<file path="config.mk">
export PLATFORM = sky130hd
export DESIGN_NAME = fft_frame_sched
export DESIGN_NICKNAME = d
export VERILOG_FILES = /design/src/rtl/fft_frame_sched.sv
export SDC_FILE = /design/constraint.sdc
export NUM_CORES = 1
export LEC_CHECK = 0
export ABC_AREA = 1
export CORE_AREA = 2 2 313 315
export CTS_CLUSTER_DIAMETER = 80
export DETAILED_ROUTE_END_ITERATION = 10
export DIE_AREA = 0 0 315 317
export SLEW_MARGIN = 20
export SYNTH_ARGS = -nofsm -noshare
export SYNTH_HDL_FRONTEND = slang
export SYNTH_SLANG_ARGS = --single-unit
</file>
<file path="constraint.sdc">
create_clock -name i_clk -period 3.15 [get_ports i_clk]
set_input_delay 0.4725 -clock i_clk [delete_from_list [all_inputs] [get_ports i_clk]]
set_output_delay 0.4725 -clock i_clk [all_outputs]
set_load 0.01 [all_outputs]
</file>
<file path="src/rtl/fft_frame_sched.sv">
// Purpose: round-robin scheduler sharing one 4-lane FFT core between two frame requesters.
// Latency: request sampled in IDLE -> core start next cycle, beats streamed the cycles after; result window follows core done by one cycle.
// Backpressure: requesters hold REQ until their first GNT; GNT marks each consumed beat, and no new frame is accepted until the current one ends.
module fft_frame_sched #(
  parameter int LOAD_BEATS = 4,
  parameter int TIMEOUT    = 255,
  parameter int FCNT_W     = 16
) (
  input  logic              i_clk,
  input  logic              i_rst_n,
  input  logic [1:0]        i_req,
  input  logic [255:0]      i_din0,
  input  logic [255:0]      i_din1,
  output logic [1:0]        o_gnt,
  output logic              o_core_start,
  output logic [63:0]       o_core_d0,
  output logic [63:0]       o_core_d1,
  output logic [63:0]       o_core_d2,
  output logic [63:0]       o_core_d3,
  input  logic              i_core_done,
  output logic              o_res_valid,
  output logic              o_res_id,
  output logic              o_busy,
  output logic              o_err,
  output logic [FCNT_W-1:0] o_frm_cnt
);

  // Beat counter covers 0..LOAD_BEATS-1 (at least one bit); wait counter covers 0..TIMEOUT.
  localparam int BCW = (LOAD_BEATS > 1) ? $clog2(LOAD_BEATS) : 1;
  localparam int WCW = (TIMEOUT > 1) ? $clog2(TIMEOUT + 1) : 1;
  localparam logic [BCW-1:0] BEAT_LAST = BCW'(LOAD_BEATS - 1);
  localparam logic [WCW-1:0] WAIT_MAX  = WCW'(TIMEOUT);

  typedef enum logic [2:0] {
    S_IDLE   = 3'd0,
    S_START  = 3'd1,
    S_LOAD   = 3'd2,
    S_WAIT   = 3'd3,
    S_UNLOAD = 3'd4
  } state_t;

  state_t              r_state;
  state_t              w_state_nxt;
  logic [BCW-1:0]      r_beat;
  logic [WCW-1:0]      r_wait;
  logic                r_owner;
  logic                r_last;
  logic                r_err;
  logic [FCNT_W-1:0]   r_frm_cnt;

  logic                w_pick;
  logic                w_load;
  logic                w_beat_last;
  logic                w_timeout;
  logic                w_frame_done;
  logic [255:0]        w_din_sel;

  assign w_beat_last = (r_beat == BEAT_LAST);

  // Arbitration: a lone requester wins outright; under contention the one that did not own the last frame wins.
  always_comb begin
    w_pick = r_owner;
    case (i_req)
      2'b01:   w_pick = 1'b0;
      2'b10:   w_pick = 1'b1;
      2'b11:   w_pick = ~r_last;
      default: w_pick = r_owner;
    endcase
  end

  // State register; reset drops any frame in flight.
  always_ff @(posedge i_clk or negedge i_rst_n) begin
    if (!i_rst_n) begin
      r_state <= S_IDLE;
    end else begin
      r_state <= w_state_nxt;
    end
  end

  // Next-state and per-state strobes; a done on the timeout cycle takes priority over the watchdog.
  always_comb begin
    w_state_nxt  = r_state;
    o_core_start = 1'b0;
    o_gnt        = 2'b00;
    o_res_valid  = 1'b0;
    w_load       = 1'b0;
    w_timeout    = 1'b0;
    w_frame_done = 1'b0;
    case (r_state)
      S_IDLE: begin
        if (i_req != 2'b00) begin
          w_state_nxt = S_START;
        end
      end
      S_START: begin
        o_core_start = 1'b1;
        w_state_nxt  = S_LOAD;
      end
      S_LOAD: begin
        w_load = 1'b1;
        o_gnt  = r_owner ? 2'b10 : 2'b01;
        if (w_beat_last) begin
          w_state_nxt = S_WAIT;
        end
      end
      S_WAIT: begin
        if (i_core_done) begin
          w_state_nxt = S_UNLOAD;
        end else if (r_wait == WAIT_MAX) begin
          w_state_nxt = S_IDLE;
          w_timeout   = 1'b1;
        end
      end
      S_UNLOAD: begin
        o_res_valid = 1'b1;
        if (w_beat_last) begin
          w_state_nxt  = S_IDLE;
          w_frame_done = 1'b1;
        end
      end
      default: begin
        w_state_nxt = S_IDLE;
      end
    endcase
  end

  // Owner is latched when a frame is accepted; LAST records who finished (or timed out) most recently.
  always_ff @(posedge i_clk or negedge i_rst_n) begin
    if (!i_rst_n) begin
      r_owner <= 1'b0;
      r_last  <= 1'b1;
    end else begin
      if ((r_state == S_IDLE) && (i_req != 2'b00)) begin
        r_owner <= w_pick;
      end
      if (w_timeout || w_frame_done) begin
        r_last <= r_owner;
      end
    end
  end

  // Beat counter is shared by LOAD and UNLOAD; it is back at zero whenever either phase begins.
  always_ff @(posedge i_clk or negedge i_rst_n) begin
    if (!i_rst_n) begin
      r_beat <= '0;
    end else if ((w_load || o_res_valid) && !w_beat_last) begin
      r_beat <= r_beat + BCW'(1);
    end else begin
      r_beat <= '0;
    end
  end

  // Wait counter runs only while staying in WAIT, so it reads zero on every WAIT entry.
  always_ff @(posedge i_clk or negedge i_rst_n) begin
    if (!i_rst_n) begin
      r_wait <= '0;
    end else if ((r_state == S_WAIT) && (w_state_nxt == S_WAIT)) begin
      r_wait <= r_wait + WCW'(1);
    end else begin
      r_wait <= '0;
    end
  end

  // Error pulse lands on the first IDLE cycle after a watchdog expiry; completed frames bump the counter.
  always_ff @(posedge i_clk or negedge i_rst_n) begin
    if (!i_rst_n) begin
      r_err     <= 1'b0;
      r_frm_cnt <= '0;
    end else begin
      r_err <= w_timeout;
      if (w_frame_done) begin
        r_frm_cnt <= r_frm_cnt + FCNT_W'(1);
      end
    end
  end

  // Core lanes follow the owner's beat combinationally during LOAD and are held at zero otherwise.
  assign w_din_sel = r_owner ? i_din1 : i_din0;
  assign o_core_d0 = w_load ? w_din_sel[63:0]    : 64'd0;
  assign o_core_d1 = w_load ? w_din_sel[127:64]  : 64'd0;
  assign o_core_d2 = w_load ? w_din_sel[191:128] : 64'd0;
  assign o_core_d3 = w_load ? w_din_sel[255:192] : 64'd0;

  assign o_busy    = (r_state != S_IDLE);
  assign o_res_id  = r_owner;
  assign o_err     = r_err;
  assign o_frm_cnt = r_frm_cnt;

endmodule

</file>
# --- Word-level counts from Yosys, hierarchy flattened ---
# Index checks and enable logic that the tools add are counted.
# Widths: inputs -> output; s select.
classes:
  n_addsub: 3
  eq_ne: 10
  n_bitwise: 1
  reduce_logical: 11
  mux: 24
ops:
  columns: ["operator", "count"]
  rows:
  - ["$mux 256", 1]
  - ["$mux 64", 4]
  - ["$add 16x1->16 const B", 1]
  - ["$mux 3", 5]
  - ["$pmux 3 s5", 1]
  - ["$eq 3x2->1 const B", 3]
  - ["$add 8x1->8 const B", 1]
  - ["$eq 8x8->1 const B", 1]
  - ["$mux 1", 8]
  - ["$mux 8", 1]
  - ["$eq 2x2->1 const B", 3]
  - ["$mux 2", 3]
  - ["$reduce_bool 3->1", 2]
  - ["$eq 3x1->1 const B", 1]
  - ["$eq 3x3->1 const B", 1]
  - ["$logic_and 1x1->1", 3]
  - ["$logic_not 3->1", 1]
  - ["$pmux 1 s3", 1]
  - ["$add 2x1->2 const B", 1]
  - ["$eq 2x1->1 const B", 1]
  - ["$logic_or 1x1->1", 2]
  - ["$reduce_and 2->1", 1]
  - ["$reduce_bool 2->1", 1]
  - ["$logic_not 1->1", 1]
  - ["$not 1->1", 1]
totals:
  inputBits: 517
  register_bits: 32
  out_inout_bits: 279
  word_cells: 56

# --- Logic depth before layout (Yosys ltp) ---
logic_depth:
  ltp_word: 7
  ltp_mapped: 9

# --- Worst setup path before layout ---
# Ideal clock, no wire load.
synth_path:
  kind: "reg2out"
  startpoint: "reg r_state[2]"
  endpoint: "out o_core_d0[13]"
  stages_incl_launch_ff: 9
  arrival_ns: 1.446
  setup_slack_ns: 1.231
  path_buffers: 2
  path_cell_list: "dfrtp_1 nor3_2 inv_2 or2_4 inv_4 buf_12 buf_12 nand2_2 nand2_1"
synth_between:
  elab_chain_len: 3
synth_lines:
  columns: ["element", "line_no", "source"]
  rows:
  - ["start, declared", "42", "state_t r_state;"]
  - ["start signal, assigned", "76", "r_state <= w_state_nxt;"]
  - ["$eq 3x2->1", "89", "case (r_state)"]
  - ["$mux 1", "89", null]
  - ["$mux 64", "179", "assign o_core_d0 = w_load ? w_din_sel[63:0] : 64'd0;"]
  - ["end, declared", "16", "output logic [63:0] o_core_d0,"]
# No other way between the ends.

# --- Final worst setup path ---
layout_path:
  startpoint: "reg r_state[2]"
  endpoint: "out o_core_d0[31]"
# Same word-level chain as after synthesis.

==> results.cfg <==
[run_status]
outcome = finished, final reports clean

[worst_setup_path]
worstPathCellList = nor3_4, inv_2, or2_4, clkinv_8, buf_4, nand2_2, nand2_1, clkdlybuf4s50_1
cp.required_ps = 2680
slowest_stage = clkdlybuf4s50_1
startpoint_type = register
r2r-end = o_frm_cnt[9]
path_max_fanout = 15
cp-end-kind = primary output
ff2ff_path_depth = 6
cpLargestDelayFamily = buffers and inverters
reg2reg_from = r_state[0]
arrival_ps = 2560
worstSetupPathType = register to primary output
cp-startpoint = r_state[2]
slowest_delay_ps = 580
crit_buf_inv = 4
crit_end = o_core_d0[31]
r2r_slack_ps = 1320
cp.depth = 8

[layout]
n_fill_cell = 10971
regArea_um2 = 802.0
multi_input_area_mm2 = 0.004054
drive_gt1_frac = 0.1818
nNetsFinal = 2340
final_cells = 3104
syn2layout_area_growth_pct = 183.0

[clock_tree]
clk_latency_ps = 280
cts-root-buf = clkbuf_16
numCtsBuffers = 5
numClockSinks = 32
clock_path_buffers = 2
htree_levels = 2
cts.clk_slew.worst_paths_ps = 50
cts_tree = done
cts_hold_buf = 0

[floorplan]
fp.dieH_um = 317
ios = 796
die-width_um = 315
fp.coreArea_mm2 = 0.09628
start_util = 0.05770
dieArea_mm2 = 0.09986
num_rows = 114

[timing]
finalHoldViolCount = 0
max_freq_mhz = 330.0
min_period_ps = 3030
finalSetupTns_ps = 0
worst_pin_slew_ps = 556.7
layout_worst_path_cycle_share = 0.9619
final-setup-viol-count = 0
relSlewSlack = 0.6278
final.setup.worst_slack_ps = 120.0
rsz0062_at_grt = yes
fin_worst_skew_ps = 6.649
drv_slew = 0

[pwr]
seq_power_share = 0.046
switchingPower_uw = 5214
combPwrFrac = 0.902
p_int_uw = 5311
clkPwrFrac = 0.052
pwr_density_cell_mw_per_mm2 = 669.4
swShare = 0.4954
power.leakage_uw = 0.006861
ir_drop_mv = 0.2219

[synth]
syn_area_mm2 = 0.005555
synth_nets = 1540
synth.distinct_cells = 30
synthCells = 1020
ys_seq_area_frac = 0.1444
ys_warn_count = 0
synth-seq-cells = 32
syn_area_per_cell_um2 = 5.446

[drt]
vias_per_cell = 3.050
drtIter0Drc = 531
routedWlPerCell_um = 21.48
dr.pass1.iters = 4
drcViolationCount = 0
vias = 9466
wl_mm = 66.68
final_antenna_net_count = 0

[global_route]
grt_use_total = 0.1226
grt_pass1_wl_mm = 82.16
grt_max_degree = 47
grt_remaining_overflow = 0
antenna_found_initial = 31
first_global_vias = 9318

[worst_hold_path]
hold_class = register to register

[placement]
dp_worst_setup_slack_ps = 175.3
dp.cells = 3081
portBuffers = 795
place.gp.congestion = 0.8787
dp_hpwl_mm = 60.15

[flow_run]
cap_violations = 0
==> worst min-delay path by stage <==
| stage | depth (start not counted) | from | endpoint |
|---|---|---|---|
| CTS | 1 | r_beat[0] | r_beat[0] |
| finish | 1 | r_beat[0] | r_beat[0] |
| global placement | 1 | r_beat[0] | r_beat[0] |
| global route | 1 | r_beat[0] | r_beat[0] |
| floorplan | 0 | i_rst_n | o_err |
| detailed placement | 1 | r_beat[0] | r_beat[0] |
==> sequential cells by signal, indices dropped and copies added (netlist names) <==
signal / cells
r_state: 3
o_err: 1
r_beat: 2
o_frm_cnt: 16
r_wait: 8
o_res_id: 1
r_last: 1
==> power by group through the flow <==
stage	Combinational [uW]	Clock, uW	Sequential, uW
5_1_grt	10200	575	496
3_5_place_dp	9510	0	494
6_report	9490	545	489
4_1_cts	9650	555	486
3_3_place_gp	9530	0	493
2_1_floorplan	3490	0	490
==> per-stage QoR <==
step / total power [uW] / utilization / hold slack, ps / cell area (um^2)
after floorplan: 3979 / - / 176.9 / 5555
after global placement: 10020 / 0.1595 / 420.9 / 15360
after detailed placement: 10000 / 0.1595 / 429.4 / 15360
after CTS: 10690 / 0.1617 / 436.7 / 15570
after global routing: 11240 / 0.1632 / 456.5 / 15710
final: 10530 / 0.1633 / 436.2 / 15720
==> worst register-to-register path: cells and delay by family (launching register included) <==
kind            cells  cell delay (ps)
compound gates      1              180
flops               1              410
simple gates        5             1120
==> cells in the mapped netlist <==
| cell | number | share of area |
|---|---|---|
| clkbuf_1 | 23 | 0.016 |
| nor3_1 | 8 | 0.0072 |
| buf_2 | 5 | 0.0045 |
| or2_2 | 1 | 0.0011 |
| o221ai_1 | 1 | 0.0016 |
| nand2_2 | 200 | 0.23 |
| clkinv_1 | 1 | 0.00068 |
| or2_4 | 1 | 0.0016 |
| nand3b_1 | 2 | 0.0027 |
| nand2_1 | 622 | 0.42 |
| dfrtp_1 | 31 | 0.14 |
| nand4_1 | 2 | 0.0023 |
| o31ai_1 | 1 | 0.0014 |
| inv_4 | 1 | 0.0011 |
| xnor2_1 | 3 | 0.0047 |
| nand3_1 | 12 | 0.011 |
| ha_1 | 3 | 0.0068 |
| dfstp_2 | 1 | 0.0047 |
| nor3_2 | 1 | 0.0018 |
| inv_2 | 2 | 0.0014 |
| o21ai_0 | 6 | 0.0054 |
| a21oi_1 | 1 | 0.00090 |
| buf_6 | 1 | 0.0020 |
| buf_4 | 3 | 0.0041 |
| buf_12 | 22 | 0.079 |
| nor2_1 | 28 | 0.019 |
| nor3b_1 | 1 | 0.0014 |
| inv_1 | 25 | 0.017 |
| xor2_1 | 9 | 0.014 |
| buf_1 | 3 | 0.0020 |
==> kinds of logic (layout without fill, tap and decap cells) <==
kind of cell	after synthesis	after routing	synth area share
flip-flops	32	32	0.1444
other	0	7	0
XOR/XNOR	12	12	0.01892
AO/OA/AOI/OAI	9	9	0.009234
AND/OR/NAND/NOR	878	878	0.6932
adder cells (fa/ha/maj)	3	3	0.006757
buffers and inverters	86	887	0.1275
==> per-layer routing <==
metal / up-vias / GRT usage / share of wire
met5: - / 0 / 0.0029
met4: 32 / 0.008983 / 0.0058
met3: 47 / 0.06345 / 0.13
met2: 532 / 0.1931 / 0.44
met1: 4212 / 0.1544 / 0.42
li1: 4643 / - / -
==> placed cells by master (no fill, tap or decap), drive strengths merged, types with 3 or more instances in the layout <==
cell type,n
nand2,822
clkdlybuf4s50,728
buf,112
dfrtp,31
nor2,28
inv,27
nand3,12
xor2,9
nor3,9
diode,7
o21ai,6
clkbuf,6
dlymetal6s2s,6
xnor2,3
ha,3
==> repair_timing <==
action / 4_1_cts / 5_1_grt
cloned: 1 / 1
resized for setup: 3 / 14
endpoints found under the setup margin: 7 / 59
setup buffers: 0 / 6
==> layout make-up <==
type	instances	area share
Inverter	29	0.009390
Sequential cell	32	0.05101
Multi-Input combinational cell	902	0.2578
Clock buffer	5	0.007958
Clock inverter	3	0.002706
Timing Repair Buffer	850	0.5684
Antenna cell	7	0.001114
Tap cell	1276	0.1015
No activity file was read; power rests on OpenSTA's default activity.
